**config.mk**
```make
export PLATFORM = sky130hd
export DESIGN_NAME = instr_fetch
export DESIGN_NICKNAME = d
export VERILOG_FILES = /design/src/rtl/opcodes.sv /design/src/rtl/fetch_queue.sv /design/src/rtl/instr_fetch_checker.sv /design/src/rtl/instr_fetch.sv
export SDC_FILE = /design/constraint.sdc
export NUM_CORES = 1
export LEC_CHECK = 0
export ABC_AREA = 1
export CELL_PAD_IN_SITES_DETAIL_PLACEMENT = 1
export CELL_PAD_IN_SITES_GLOBAL_PLACEMENT = 1
export CORE_MARGIN = 2
export CORE_UTILIZATION = 40
export CTS_CLUSTER_DIAMETER = 30
export DETAILED_ROUTE_END_ITERATION = 10
export PLACE_DENSITY = 0.73
export RECOVER_POWER = 25
export SYNTH_ARGS = -nofsm -noshare
export SYNTH_HDL_FRONTEND = slang
export SYNTH_SLANG_ARGS = --single-unit
```
**constraint.sdc**
```tcl
create_clock -name clk -period 5.1 [get_ports clk]
set_input_delay 1.02 -clock clk [delete_from_list [all_inputs] [get_ports clk]]
set_output_delay 1.02 -clock clk [all_outputs]
set_load 0.02 [all_outputs]
```
**src/rtl/opcodes.sv**
```systemverilog
// Shared instruction/address types used across the fetch and decode stages.
package opcodes;

  typedef logic [31:0] instruction_t;
  typedef logic [31:0] address_t;

  localparam instruction_t NO_OP = 32'h0000_0013;

  typedef enum logic [0:0] {
    RUN   = 1'b0,
    FLUSH = 1'b1
  } fetch_state_t;

  typedef struct packed {
    address_t     pc;
    instruction_t instr;
  } fetch_entry_t;

endpackage

```
**src/rtl/fetch_queue.sv**
```systemverilog
// Prefetch FIFO of {pc, instruction}; clear beats push, and a pop frees a slot
// for a same-cycle push even when full.
module fetch_queue
  import opcodes::*;
#(
  parameter int DEPTH = 4
) (
  input  logic                   clk,
  input  logic                   rst,
  input  logic                   push,
  input  fetch_entry_t           push_data,
  input  logic                   pop,
  input  logic                   clear,
  output fetch_entry_t           pop_data,
  output logic [$clog2(DEPTH):0] count,
  output logic                   full,
  output logic                   empty
);

  localparam int PTR_W = $clog2(DEPTH);
  localparam logic [PTR_W:0]   FULL_CNT = (PTR_W + 1)'(DEPTH);
  localparam logic [PTR_W:0]   CNT_ONE  = (PTR_W + 1)'(1);
  localparam logic [PTR_W-1:0] PTR_ONE  = PTR_W'(1);

  fetch_entry_t     mem_r [DEPTH];
  logic [PTR_W-1:0] wr_ptr_r;
  logic [PTR_W-1:0] rd_ptr_r;
  logic [PTR_W:0]   count_r;
  logic             wr_s;
  logic             rd_s;

  assign full     = (count_r == FULL_CNT);
  assign empty    = (count_r == '0);
  assign count    = count_r;
  assign pop_data = mem_r[rd_ptr_r];

  // Effective write/read strobes after full/empty qualification.
  always_comb begin
    wr_s = push && (!full || pop);
    rd_s = pop && !empty;
  end

  // Pointers and occupancy.
  always_ff @(posedge clk) begin
    if (rst || clear) begin
      wr_ptr_r <= '0;
      rd_ptr_r <= '0;
      count_r  <= '0;
    end else begin
      if (wr_s) wr_ptr_r <= wr_ptr_r + PTR_ONE;
      if (rd_s) rd_ptr_r <= rd_ptr_r + PTR_ONE;
      case ({wr_s, rd_s})
        2'b10:   count_r <= count_r + CNT_ONE;
        2'b01:   count_r <= count_r - CNT_ONE;
        default: count_r <= count_r;
      endcase
    end
  end

  // Storage array.
  always_ff @(posedge clk) begin
    if (wr_s) mem_r[wr_ptr_r] <= push_data;
  end

endmodule

```
**src/rtl/instr_fetch_checker.sv**
```systemverilog
// Protocol checks for the fetch stage: no queue overflow, no unsolicited response.
module instr_fetch_checker #(
  parameter int CNT_W = 3
) (
  input logic             clk,
  input logic             rst,
  input logic             q_push,
  input logic             q_full,
  input logic             q_pop,
  input logic             q_clear,
  input logic             imem_rvalid,
  input logic [CNT_W-1:0] outstanding
);

  a_no_overflow: assert property (@(posedge clk) disable iff (rst)
    !(q_push && q_full && !q_pop && !q_clear))
    else $fatal(1, "instr_fetch: prefetch queue overflow");

  a_no_orphan_rsp: assert property (@(posedge clk) disable iff (rst)
    imem_rvalid |-> (outstanding != '0))
    else $fatal(1, "instr_fetch: response with no outstanding request");

endmodule

```
**src/rtl/instr_fetch.sv**
```systemverilog
// Fetch stage: sequential PC issue with credit-limited prefetch, decoder hand-off
// with back-pressure, and redirect flush that drains stale in-flight responses.
module instr_fetch
  import opcodes::*;
#(
  parameter address_t RESET_PC    = 32'h0000_0000,
  parameter int       QUEUE_DEPTH = 4
) (
  input  logic         clk,
  input  logic         rst,
  output logic         imem_req,
  output address_t     imem_addr,
  input  logic         imem_gnt,
  input  logic         imem_rvalid,
  input  logic [31:0]  imem_rdata,
  input  logic         redirect,
  input  address_t     redirect_pc,
  input  logic         dec_ready,
  output instruction_t instr,
  output address_t     instr_pc,
  output logic         enable
);

  localparam int CNT_W = $clog2(QUEUE_DEPTH) + 1;
  localparam logic [CNT_W:0]   DEPTH_C = (CNT_W + 1)'(QUEUE_DEPTH);
  localparam logic [CNT_W-1:0] ONE_C   = CNT_W'(1);

  fetch_state_t     state_r;
  address_t         pc_r;
  address_t         rsp_pc_r;
  address_t         redir_pc_s;
  logic [CNT_W-1:0] outstanding_r;
  logic [CNT_W-1:0] outstanding_nxt_s;
  logic [CNT_W-1:0] q_count_s;
  logic             q_full_s;
  logic             q_empty_s;
  logic             q_push_s;
  logic             q_pop_s;
  logic             issue_s;
  fetch_entry_t     q_in_s;
  fetch_entry_t     q_head_s;
  instruction_t     instr_r;
  address_t         instr_pc_r;
  logic             enable_r;

  assign imem_addr = pc_r;
  assign instr     = instr_r;
  assign instr_pc  = instr_pc_r;
  assign enable    = enable_r;

  // Issue credit keeps queued + in-flight words within the queue, so every response has a slot.
  always_comb begin
    redir_pc_s = {redirect_pc[31:2], 2'b00};
    imem_req   = !rst && (state_r == RUN) && !redirect &&
                 (({1'b0, q_count_s} + {1'b0, outstanding_r}) < DEPTH_C);
    issue_s    = imem_req && imem_gnt;
    q_push_s   = (state_r == RUN) && imem_rvalid && !redirect;
    q_pop_s    = dec_ready && !q_empty_s && !redirect;
    q_in_s.pc    = rsp_pc_r;
    q_in_s.instr = imem_rdata;
    case ({issue_s, imem_rvalid})
      2'b10:   outstanding_nxt_s = outstanding_r + ONE_C;
      2'b01:   outstanding_nxt_s = outstanding_r - ONE_C;
      default: outstanding_nxt_s = outstanding_r;
    endcase
  end

  // PC, response tag, credit counter, RUN/FLUSH state and decoder-facing registers.
  always_ff @(posedge clk) begin
    if (rst) begin
      pc_r          <= RESET_PC;
      rsp_pc_r      <= RESET_PC;
      outstanding_r <= '0;
      state_r       <= RUN;
      instr_r       <= NO_OP;
      instr_pc_r    <= 32'h0000_0000;
      enable_r      <= 1'b0;
    end else begin
      outstanding_r <= outstanding_nxt_s;
      if (redirect) begin
        pc_r     <= redir_pc_s;
        rsp_pc_r <= redir_pc_s;
      end else begin
        if (issue_s)  pc_r     <= pc_r + 32'd4;
        if (q_push_s) rsp_pc_r <= rsp_pc_r + 32'd4;
      end
      case (state_r)
        RUN:     state_r <= (redirect && (outstanding_nxt_s != '0)) ? FLUSH : RUN;
        FLUSH:   state_r <= (!redirect && (outstanding_nxt_s == '0)) ? RUN : FLUSH;
        default: state_r <= RUN;
      endcase
      enable_r <= q_pop_s;
      if (q_pop_s) begin
        instr_r    <= q_head_s.instr;
        instr_pc_r <= q_head_s.pc;
      end
    end
  end

  fetch_queue #(
    .DEPTH(QUEUE_DEPTH)
  ) u_queue (
    .clk      (clk),
    .rst      (rst),
    .push     (q_push_s),
    .push_data(q_in_s),
    .pop      (q_pop_s),
    .clear    (redirect),
    .pop_data (q_head_s),
    .count    (q_count_s),
    .full     (q_full_s),
    .empty    (q_empty_s)
  );

  instr_fetch_checker #(
    .CNT_W(CNT_W)
  ) u_checker (
    .clk        (clk),
    .rst        (rst),
    .q_push     (q_push_s),
    .q_full     (q_full_s),
    .q_pop      (q_pop_s),
    .q_clear    (redirect),
    .imem_rvalid(imem_rvalid),
    .outstanding(outstanding_r)
  );

endmodule

```
==> results.rst, run 1 <==
.. list-table::
   :header-rows: 1

   * - Metric
     - Value
   * - Buffers inserted by post-CTS timing repair
     - 0
   * - H-tree depth
     - 3
   * - RD Place Congestion
     - 0.9165
   * - Buffer levels on the longest clock path
     - 3
   * - Top fanout value on the critical path
     - 15
   * - Count of filler cells inserted in the layout
     - 4442
   * - Total power draw
     - 0.009455 W
   * - Clock edge transition at the registers on the reported setup and hold paths
     - 50 ps
   * - Final count of hold timing violations
     - 0
   * - RSZ-0062 raised after global routing
     - no
   * - Post-synthesis instance area
     - 0.01615 mm²
   * - Detailed placement HPWL
     - 28670 µm
   * - Post-Syn Area per Cell
     - 9.420 µm²
   * - Endpoint of the most critical setup path
     - imem_req
   * - Power density cells
     - 447.4 mW/mm²
   * - Critical path required time
     - 4080 ps
   * - Min-delay worst type
     - flip-flop to flip-flop
   * - Stages on the worst setup path
     - 5
   * - Area enclosed by the die boundary
     - 0.04199 mm²
   * - Number of global-route vias before repair
     - 14120
   * - Clock Sinks
     - 382
   * - Cell types with the largest area share after synthesis
     - sky130_fd_sc_hd__edfxtp_1 (46%), sky130_fd_sc_hd__dfxtp_1 (17%), sky130_fd_sc_hd__nor2_1 (8.4%), sky130_fd_sc_hd__o21ai_0 (6.9%), sky130_fd_sc_hd__nand2_1 (6.3%)
   * - Leading cell types in the layout, fill and taps excluded
     - sky130_fd_sc_hd__nor2_1 (357), sky130_fd_sc_hd__nand2_1 (272), sky130_fd_sc_hd__edfxtp_1 (248), sky130_fd_sc_hd__o21ai_0 (223), sky130_fd_sc_hd__clkdlybuf4s50_1 (143)
   * - Total via count in the routed design
     - 13170
   * - Routed wire length
     - 49800 µm
   * - Critical Path Start Type
     - primary input
   * - Number of DRC markers in iteration 0
     - 735
   * - Post-route minimum period
     - 3933 ps
   * - Cell seen most often among critical-path stages
     - sky130_fd_sc_hd__clkdlybuf4s50_1
   * - Overflow left after global routing
     - 0
   * - R2R cell count
     - 7
   * - Max Clock Freq
     - 254.2 MHz
   * - Initial core utilization
     - 40.54%
   * - First-pass GRT wire length
     - 77020 µm
   * - Overall Global Routing Usage
     - 23.89%
   * - Yosys warnings
     - 0
   * - Post-route core utilization
     - 53.06%
   * - Post-Route Skew
     - 38.37 ps
   * - Net count reported at finish
     - 1973
   * - Register cell area after layout
     - 0.01013 mm²
   * - Iteration count of the initial detailed-routing pass
     - 4
   * - Longest individual stage delay on the worst path
     - 640 ps
   * - Clock Root Buffer
     - sky130_fd_sc_hd__clkbuf_16
   * - #FFs+latches synth
     - 382
   * - Startpoint of the worst-slack reg-to-reg timing path
     - u_queue.count[1]
   * - Post-route insts no fill
     - 2489
   * - Total of endpoints with negative setup slack in the final report
     - 0
   * - Horizontal die dimension
     - 204.9 µm
   * - Synth unique cells
     - 39
   * - Average wire length per cell after detail routing
     - 20.01 µm
   * - LEAKAGE
     - 7.706 nW
   * - Post-CTS Hold Buffers
     - 0
   * - Largest net degree at the start of global routing
     - 90
   * - Worst vdd ir
     - 0.2376 mV
   * - Via count normalized by instance count
     - 5.289
   * - Number of buffers inserted by port buffering
     - 161
   * - Post-synth top area cell
     - sky130_fd_sc_hd__edfxtp_1
   * - Cts bufs inserted
     - 85
   * - Area occupied by multi-input gates
     - 0.005213 mm²
   * - Area Growth Syn to Fin
     - 30.88%
   * - Pins Over Slew Limit
     - 0
   * - Area share of the largest cell type after synthesis
     - 46.13%
   * - Post-Synthesis Cells
     - 1714
   * - Total of cells resized after clock tree synthesis
     - 0
   * - Worst Max-Slew Pin Slew
     - 1156 ps
   * - Residual antenna-violating net count after detailed routing
     - 0
   * - TritonCTS clock tree
     - done
   * - Reg-to-reg setup timing slack
     - 2460 ps
   * - Status
     - complete, no violations
   * - Share of the clock period used by the worst path after layout
     - 77.13%
   * - Vertical extent of the die
     - 204.9 µm
   * - Final TNS setup
     - 0 ps
   * - Number of placed instances with taps included
     - 2329
   * - Critical path, cell by cell
     - clkdlybuf4s50_1 > nor2_8 > nand2_2 > nor2_4 > clkdlybuf4s50_1
   * - Critical path endpoint category
     - output port
   * - Placement row count
     - 73
   * - Post-synthesis sequential area ratio
     - 62.74%
   * - Sum of buffers and inverters on the critical path
     - 2
   * - Headroom to the max-slew limit
     - 22.82%
   * - Maxcap violations
     - 0
   * - Category of cells accounting for the largest share of critical-path delay
     - buffers and inverters
   * - Worst hold stages
     - 2
   * - Share of final-layout standard cells stronger than drive strength 1
     - 8.966%
   * - Remaining DRCs
     - 0
   * - Initial antenna violation count
     - 1
   * - Cell at the slowest stage of the critical path
     - sky130_fd_sc_hd__clkdlybuf4s50_1
   * - Clock latency reported for the late side of the worst-skew pair
     - 620 ps
   * - Data arrival time of the worst path
     - 2910 ps
   * - Start point of the worst min-delay path
     - instr[1]
   * - Crit Path Category
     - primary input to output port
   * - Crit Reg-Reg Endpoint
     - instr_pc[25]
   * - Launching instance or port of the critical path
     - redirect
   * - Standard cell core area
     - 0.03982 mm²
   * - Boundary Pins
     - 168
   * - Commonest non-fill, non-tap cell in the layout
     - sky130_fd_sc_hd__nor2_1
metal layers:
layer | wire length (µm) | GRT usage (%)
met1 | 21470 | 29.77
met2 | 24780 | 41.51
met3 | 2095 | 3.675
met4 | 1453 | 9.584
met5 | 0 | 0
stage by stage:
step,cell area (µm²),worst slack (ps),hold WS (ps)
global placement,18210,990.6,457.5
finish,21130,1167,506.9
CTS,21130,1163,516.2
floorplan,16160,338.8,475.5
detailed placement,18210,967.6,461.0
global route,21130,1114,552.6
state kept, by name (all words and copies together), names as in the netlist:
register and count:
enable 1, outstanding_r 3, instr 32, u_queue.mem_r 248
instr_pc 30, imem_addr 30, u_queue.wr_ptr_r 2, rsp_pc_r 30
u_queue.count 3, state_r 1, u_queue.rd_ptr_r 2
tightest hold or removal path: stages (launching register included):
cell	delay [ps]
sky130_fd_sc_hd__dfxtp_1	340
sky130_fd_sc_hd__a21oi_1	80
sky130_fd_sc_hd__nand2_1	60
cells in the mapped netlist:
library cell,instances
sky130_fd_sc_hd__nor2_1,361
sky130_fd_sc_hd__nand2_1,272
sky130_fd_sc_hd__edfxtp_1,248
sky130_fd_sc_hd__o21ai_0,223
sky130_fd_sc_hd__dfxtp_1,134
sky130_fd_sc_hd__inv_1,111
sky130_fd_sc_hd__a21oi_1,70
sky130_fd_sc_hd__a31oi_1,66
sky130_fd_sc_hd__nand3_1,63
sky130_fd_sc_hd__clkbuf_1,45
sky130_fd_sc_hd__buf_2,19
sky130_fd_sc_hd__o21ai_1,19
sky130_fd_sc_hd__buf_1,13
sky130_fd_sc_hd__ha_1,10
sky130_fd_sc_hd__buf_4,6
sky130_fd_sc_hd__xor2_1,6
sky130_fd_sc_hd__buf_6,4
sky130_fd_sc_hd__inv_2,4
sky130_fd_sc_hd__nand4_1,4
sky130_fd_sc_hd__a221o_1,3
sky130_fd_sc_hd__nand3b_1,3
sky130_fd_sc_hd__nor2_2,3
sky130_fd_sc_hd__o21bai_1,3
sky130_fd_sc_hd__xnor2_1,3
sky130_fd_sc_hd__and2_1,2
sky130_fd_sc_hd__fa_1,2
sky130_fd_sc_hd__nand2_4,2
sky130_fd_sc_hd__nor3_1,2
sky130_fd_sc_hd__o211ai_1,2
sky130_fd_sc_hd__or2_2,2
sky130_fd_sc_hd__clkinv_1,1
sky130_fd_sc_hd__conb_1,1
sky130_fd_sc_hd__inv_4,1
sky130_fd_sc_hd__nand2_2,1
sky130_fd_sc_hd__nand3_2,1
sky130_fd_sc_hd__nor2_4,1
sky130_fd_sc_hd__nor2_8,1
sky130_fd_sc_hd__o211a_1,1
sky130_fd_sc_hd__o311ai_0,1
worst min-delay path by stage:
stage	slack, ps	endpoint
global route	550	u_queue.mem_r[1][63]
global placement	460	instr[0]
finish	510	instr[1]
floorplan	480	u_queue.count[2]
CTS	520	instr[1]
detailed placement	460	instr[0]
layout make-up:
class	instances	area share, %
multi-input combinational	1131	24.67
clock inverter	49	2.895
antenna	1	0.01184
tap	525	3.109
timing repair buffer	174	8.301
inverter	117	2.114
sequential	382	47.96
clock buffer	110	10.94
logic make-up after synthesis:
family                   Yosys count  share of synthesized area [%]
XOR/XNOR                           9                         0.4882
buffers and inverters            204                          5.231
flip-flops                       382                          62.74
other                              1                        0.02323
AND/OR/NAND/NOR                  718                          17.73
AO/OA/AOI/OAI                    388                          12.76
adder cells (fa/ha/maj)           12                          1.023
where the power goes:
| part | total [W] | internal [W] | switching [W] |
|---|---|---|---|
| combinational | 0.000470 | 0.000178 | 0.000291 |
| clock | 0.00549 | 0.00367 | 0.00182 |
| sequential | 0.00349 | 0.00340 | 0.0000947 |
| total | 0.00945 | 0.00725 | 0.00221 |
No activity file was read; power rests on OpenSTA's default activity.
==> run 2: changes to the inputs <==
--- a/config.mk
+++ b/config.mk
@@ -12,7 +12,7 @@
 export CORE_UTILIZATION = 40
 export CTS_CLUSTER_DIAMETER = 30
 export DETAILED_ROUTE_END_ITERATION = 10
-export PLACE_DENSITY = 0.73
+export PLACE_DENSITY = 0.76
 export RECOVER_POWER = 25
 export SYNTH_ARGS = -nofsm -noshare
 export SYNTH_HDL_FRONTEND = slang
==> constraint.sdc (replaced) <==
create_clock -name clk -period 3.2 [get_ports clk]
set_input_delay 0.64 -clock clk [delete_from_list [all_inputs] [get_ports clk]]
set_output_delay 0.64 -clock clk [all_outputs]
set_load 0.02 [all_outputs]
==> results.rst, run 2 (synthesized netlist as in run 1, its figures left out) <==
.. list-table::
   :header-rows: 1

   * - Metric
     - Value
   * - Status
     - complete, no violations
   * - H-tree depth
     - 3 (unchanged)
   * - Area Growth Syn to Fin
     - 32.34%
   * - Category of cells accounting for the largest share of critical-path delay
     - buffers and inverters
   * - Cts bufs inserted
     - 87 (+2.4%)
   * - Post-route setup slack
     - 400.1 ps (-766.5 ps)
   * - Largest net degree at the start of global routing
     - 122 (+36%)
   * - TritonCTS clock tree
     - done
   * - Residual antenna-violating net count after detailed routing
     - 0 (unchanged)
   * - Number of global-route vias before repair
     - 14780 (+4.7%)
   * - Pins Over Slew Limit
     - 0 (unchanged)
   * - Net count reported at finish
     - 1987 (+0.71%)
   * - Initial core utilization
     - 40.54% (unchanged)
   * - Final count of hold timing violations
     - 0 (unchanged)
   * - Count of filler cells inserted in the layout
     - 4408 (-0.77%)
   * - Worst slack on hold paths
     - 513.9 ps (+7.006 ps)
   * - Boundary Pins
     - 168 (unchanged)
   * - Max FFs per register
     - 248 (unchanged)
   * - Iteration count of the initial detailed-routing pass
     - 5 (+1)
   * - Worst vdd ir
     - 0.4434 mV (+87%)
   * - Maxcap violations
     - 0 (unchanged)
   * - Post-CTS Hold Buffers
     - 0 (unchanged)
   * - Average wire length per cell after detail routing
     - 20.88 µm (+4.4%)
   * - Total via count in the routed design
     - 13460 (+2.3%)
   * - RD Place Congestion
     - 0.8873 (-3.2%)
   * - Placement row count
     - 73 (unchanged)
   * - Critical path required time
     - 2560 ps (-1520 ps)
   * - Buffers inserted by post-CTS timing repair
     - 0 (unchanged)
   * - Overall Global Routing Usage
     - 25.17% (+1.3 points)
   * - Area enclosed by the die boundary
     - 0.04199 mm² (unchanged)
   * - Share of the clock period used by the worst path after layout
     - 87.50%
   * - LEAKAGE
     - 7.851 nW (+1.9%)
   * - Horizontal die dimension
     - 204.9 µm (unchanged)
   * - Worst Max-Slew Pin Slew
     - 1002 ps (-153.9 ps)
   * - Place WS
     - 232.2 ps (-735.4 ps)
   * - Number of buffers inserted by port buffering
     - 161 (unchanged)
   * - Critical Path Start Type
     - flip-flop
   * - Headroom to the max-slew limit
     - 33.10% (+10 points)
   * - Largest Register
     - u_queue.mem_r
   * - RSZ-0062 raised after global routing
     - no
   * - Commonest non-fill, non-tap cell in the layout
     - sky130_fd_sc_hd__nor2_1
   * - Power density cells
     - 721.6 mW/mm² (+61%)
   * - Remaining DRCs
     - 0 (unchanged)
   * - Routed wire length
     - 52270 µm (+5.0%)
   * - First-pass GRT wire length
     - 81110 µm (+5.3%)
   * - Post-route minimum period
     - 2800 ps
   * - Cell at the slowest stage of the critical path
     - sky130_fd_sc_hd__clkdlybuf4s50_1
   * - Area occupied by multi-input gates
     - 0.005213 mm² (unchanged)
   * - Crit Path Category
     - flip-flop to output port
   * - Post-Route Skew
     - 31.86 ps (-6.502 ps)
   * - Final TNS setup
     - 0 ps (unchanged)
   * - Top fanout value on the critical path
     - 2 (-13)
   * - Max Clock Freq
     - 357.2 MHz
   * - Share of final-layout standard cells stronger than drive strength 1
     - 9.762% (+0.80 points)
   * - Clock edge transition at the registers on the reported setup and hold paths
     - 50 ps (about the same)
   * - Number of DRC markers in iteration 0
     - 687 (-6.5%)
   * - Via count normalized by instance count
     - 5.379 (+1.7%)
   * - Sum of buffers and inverters on the critical path
     - 1 (-1)
   * - Critical path, cell by cell
     - ha_1 > nor2_1 > nand2_1 > nor2_4 > clkdlybuf4s50_1
   * - Critical path endpoint category
     - output port
   * - Post-route core utilization
     - 53.65% (+0.59 points)
   * - Register cell area after layout
     - 0.01013 mm² (unchanged)
   * - Buffer levels on the longest clock path
     - 3 (unchanged)
   * - Min-delay worst type
     - flip-flop to flip-flop
   * - Detailed placement HPWL
     - 29450 µm (+2.7%)
   * - Overflow left after global routing
     - 0 (unchanged)
   * - Vertical extent of the die
     - 204.9 µm (unchanged)
   * - DP Area
     - 0.01834 mm² (+0.75%)
   * - Clock Sinks
     - 382 (unchanged)
   * - Standard cell core area
     - 0.03982 mm² (unchanged)
   * - Layout Cell Area excl Fill
     - 0.02137 mm² (+1.1%)
   * - Initial antenna violation count
     - 1 (unchanged)
   * - Total of endpoints with negative setup slack in the final report
     - 0 (unchanged)
   * - Total of cells resized after clock tree synthesis
     - 0 (unchanged)
   * - Clock Root Buffer
     - sky130_fd_sc_hd__clkbuf_16
   * - Clock latency reported for the late side of the worst-skew pair
     - 600 ps (-20 ps)
   * - Leading cell types in the layout, fill and taps excluded
     - sky130_fd_sc_hd__nor2_1 (357), sky130_fd_sc_hd__nand2_1 (272), sky130_fd_sc_hd__edfxtp_1 (248), sky130_fd_sc_hd__o21ai_0 (223), sky130_fd_sc_hd__clkdlybuf4s50_1 (136)
   * - Longest individual stage delay on the worst path
     - 630 ps (about the same)
   * - Data arrival time of the worst path
     - 2160 ps (-750 ps)
==> run 2: path summary, 6_finish.rpt <==
kind                            start   endpoint  slack [ps]  cells past startpoint
hold / removal               instr[4]   instr[4]         510                      2
setup reg to reg  u_queue.rd_ptr_r[0]  instr[29]         790                      5
hold reg to reg              instr[4]   instr[4]         510                      2
setup / recovery     outstanding_r[2]   imem_req         400                      5
==> run 2: layer usage <==
layer | global-route usage, % | wire length [µm] | up-vias
met5 | 0 | 0 | -
met3 | 4.629 | 2516 | 105
met1 | 30.27 | 21770 | 6749
li1 | - | - | 6225
met4 | 9.661 | 1397 | 0
met2 | 44.62 | 26590 | 384
==> run 2: per-stage QoR <==
stage               power (W)  std cells
CTS                   0.01554       2502
detailed placement   0.006403       2341
finish                0.01542       2503
global placement     0.006364       2341
floorplan            0.006014       1717
global route          0.01586       2503
==> run 2: area by class of cell <==
class | instances | share of cell area, %
Multi-Input combinational cell | 1131 | 24.40
Antenna cell | 1 | 0.01171
Tap cell | 525 | 3.074
Sequential cell | 382 | 47.43
Inverter | 117 | 2.073
Timing Repair Buffer | 186 | 8.866
Clock inverter | 57 | 3.273
Clock buffer | 104 | 10.87
==> run 2: power by group <==
group	internal [W]	leakage (nW)	switching, W
logic	0.000293	3.01	0.000476
clock network	0.00615	1.47	0.00293
registers	0.00541	3.37	0.000156
==> run 2: tightest hold or removal path, delay by kind of cell (launching register included) <==
kind	cells	cell delay, ps
flops	1	330
compound gates	1	80
simple gates	1	70
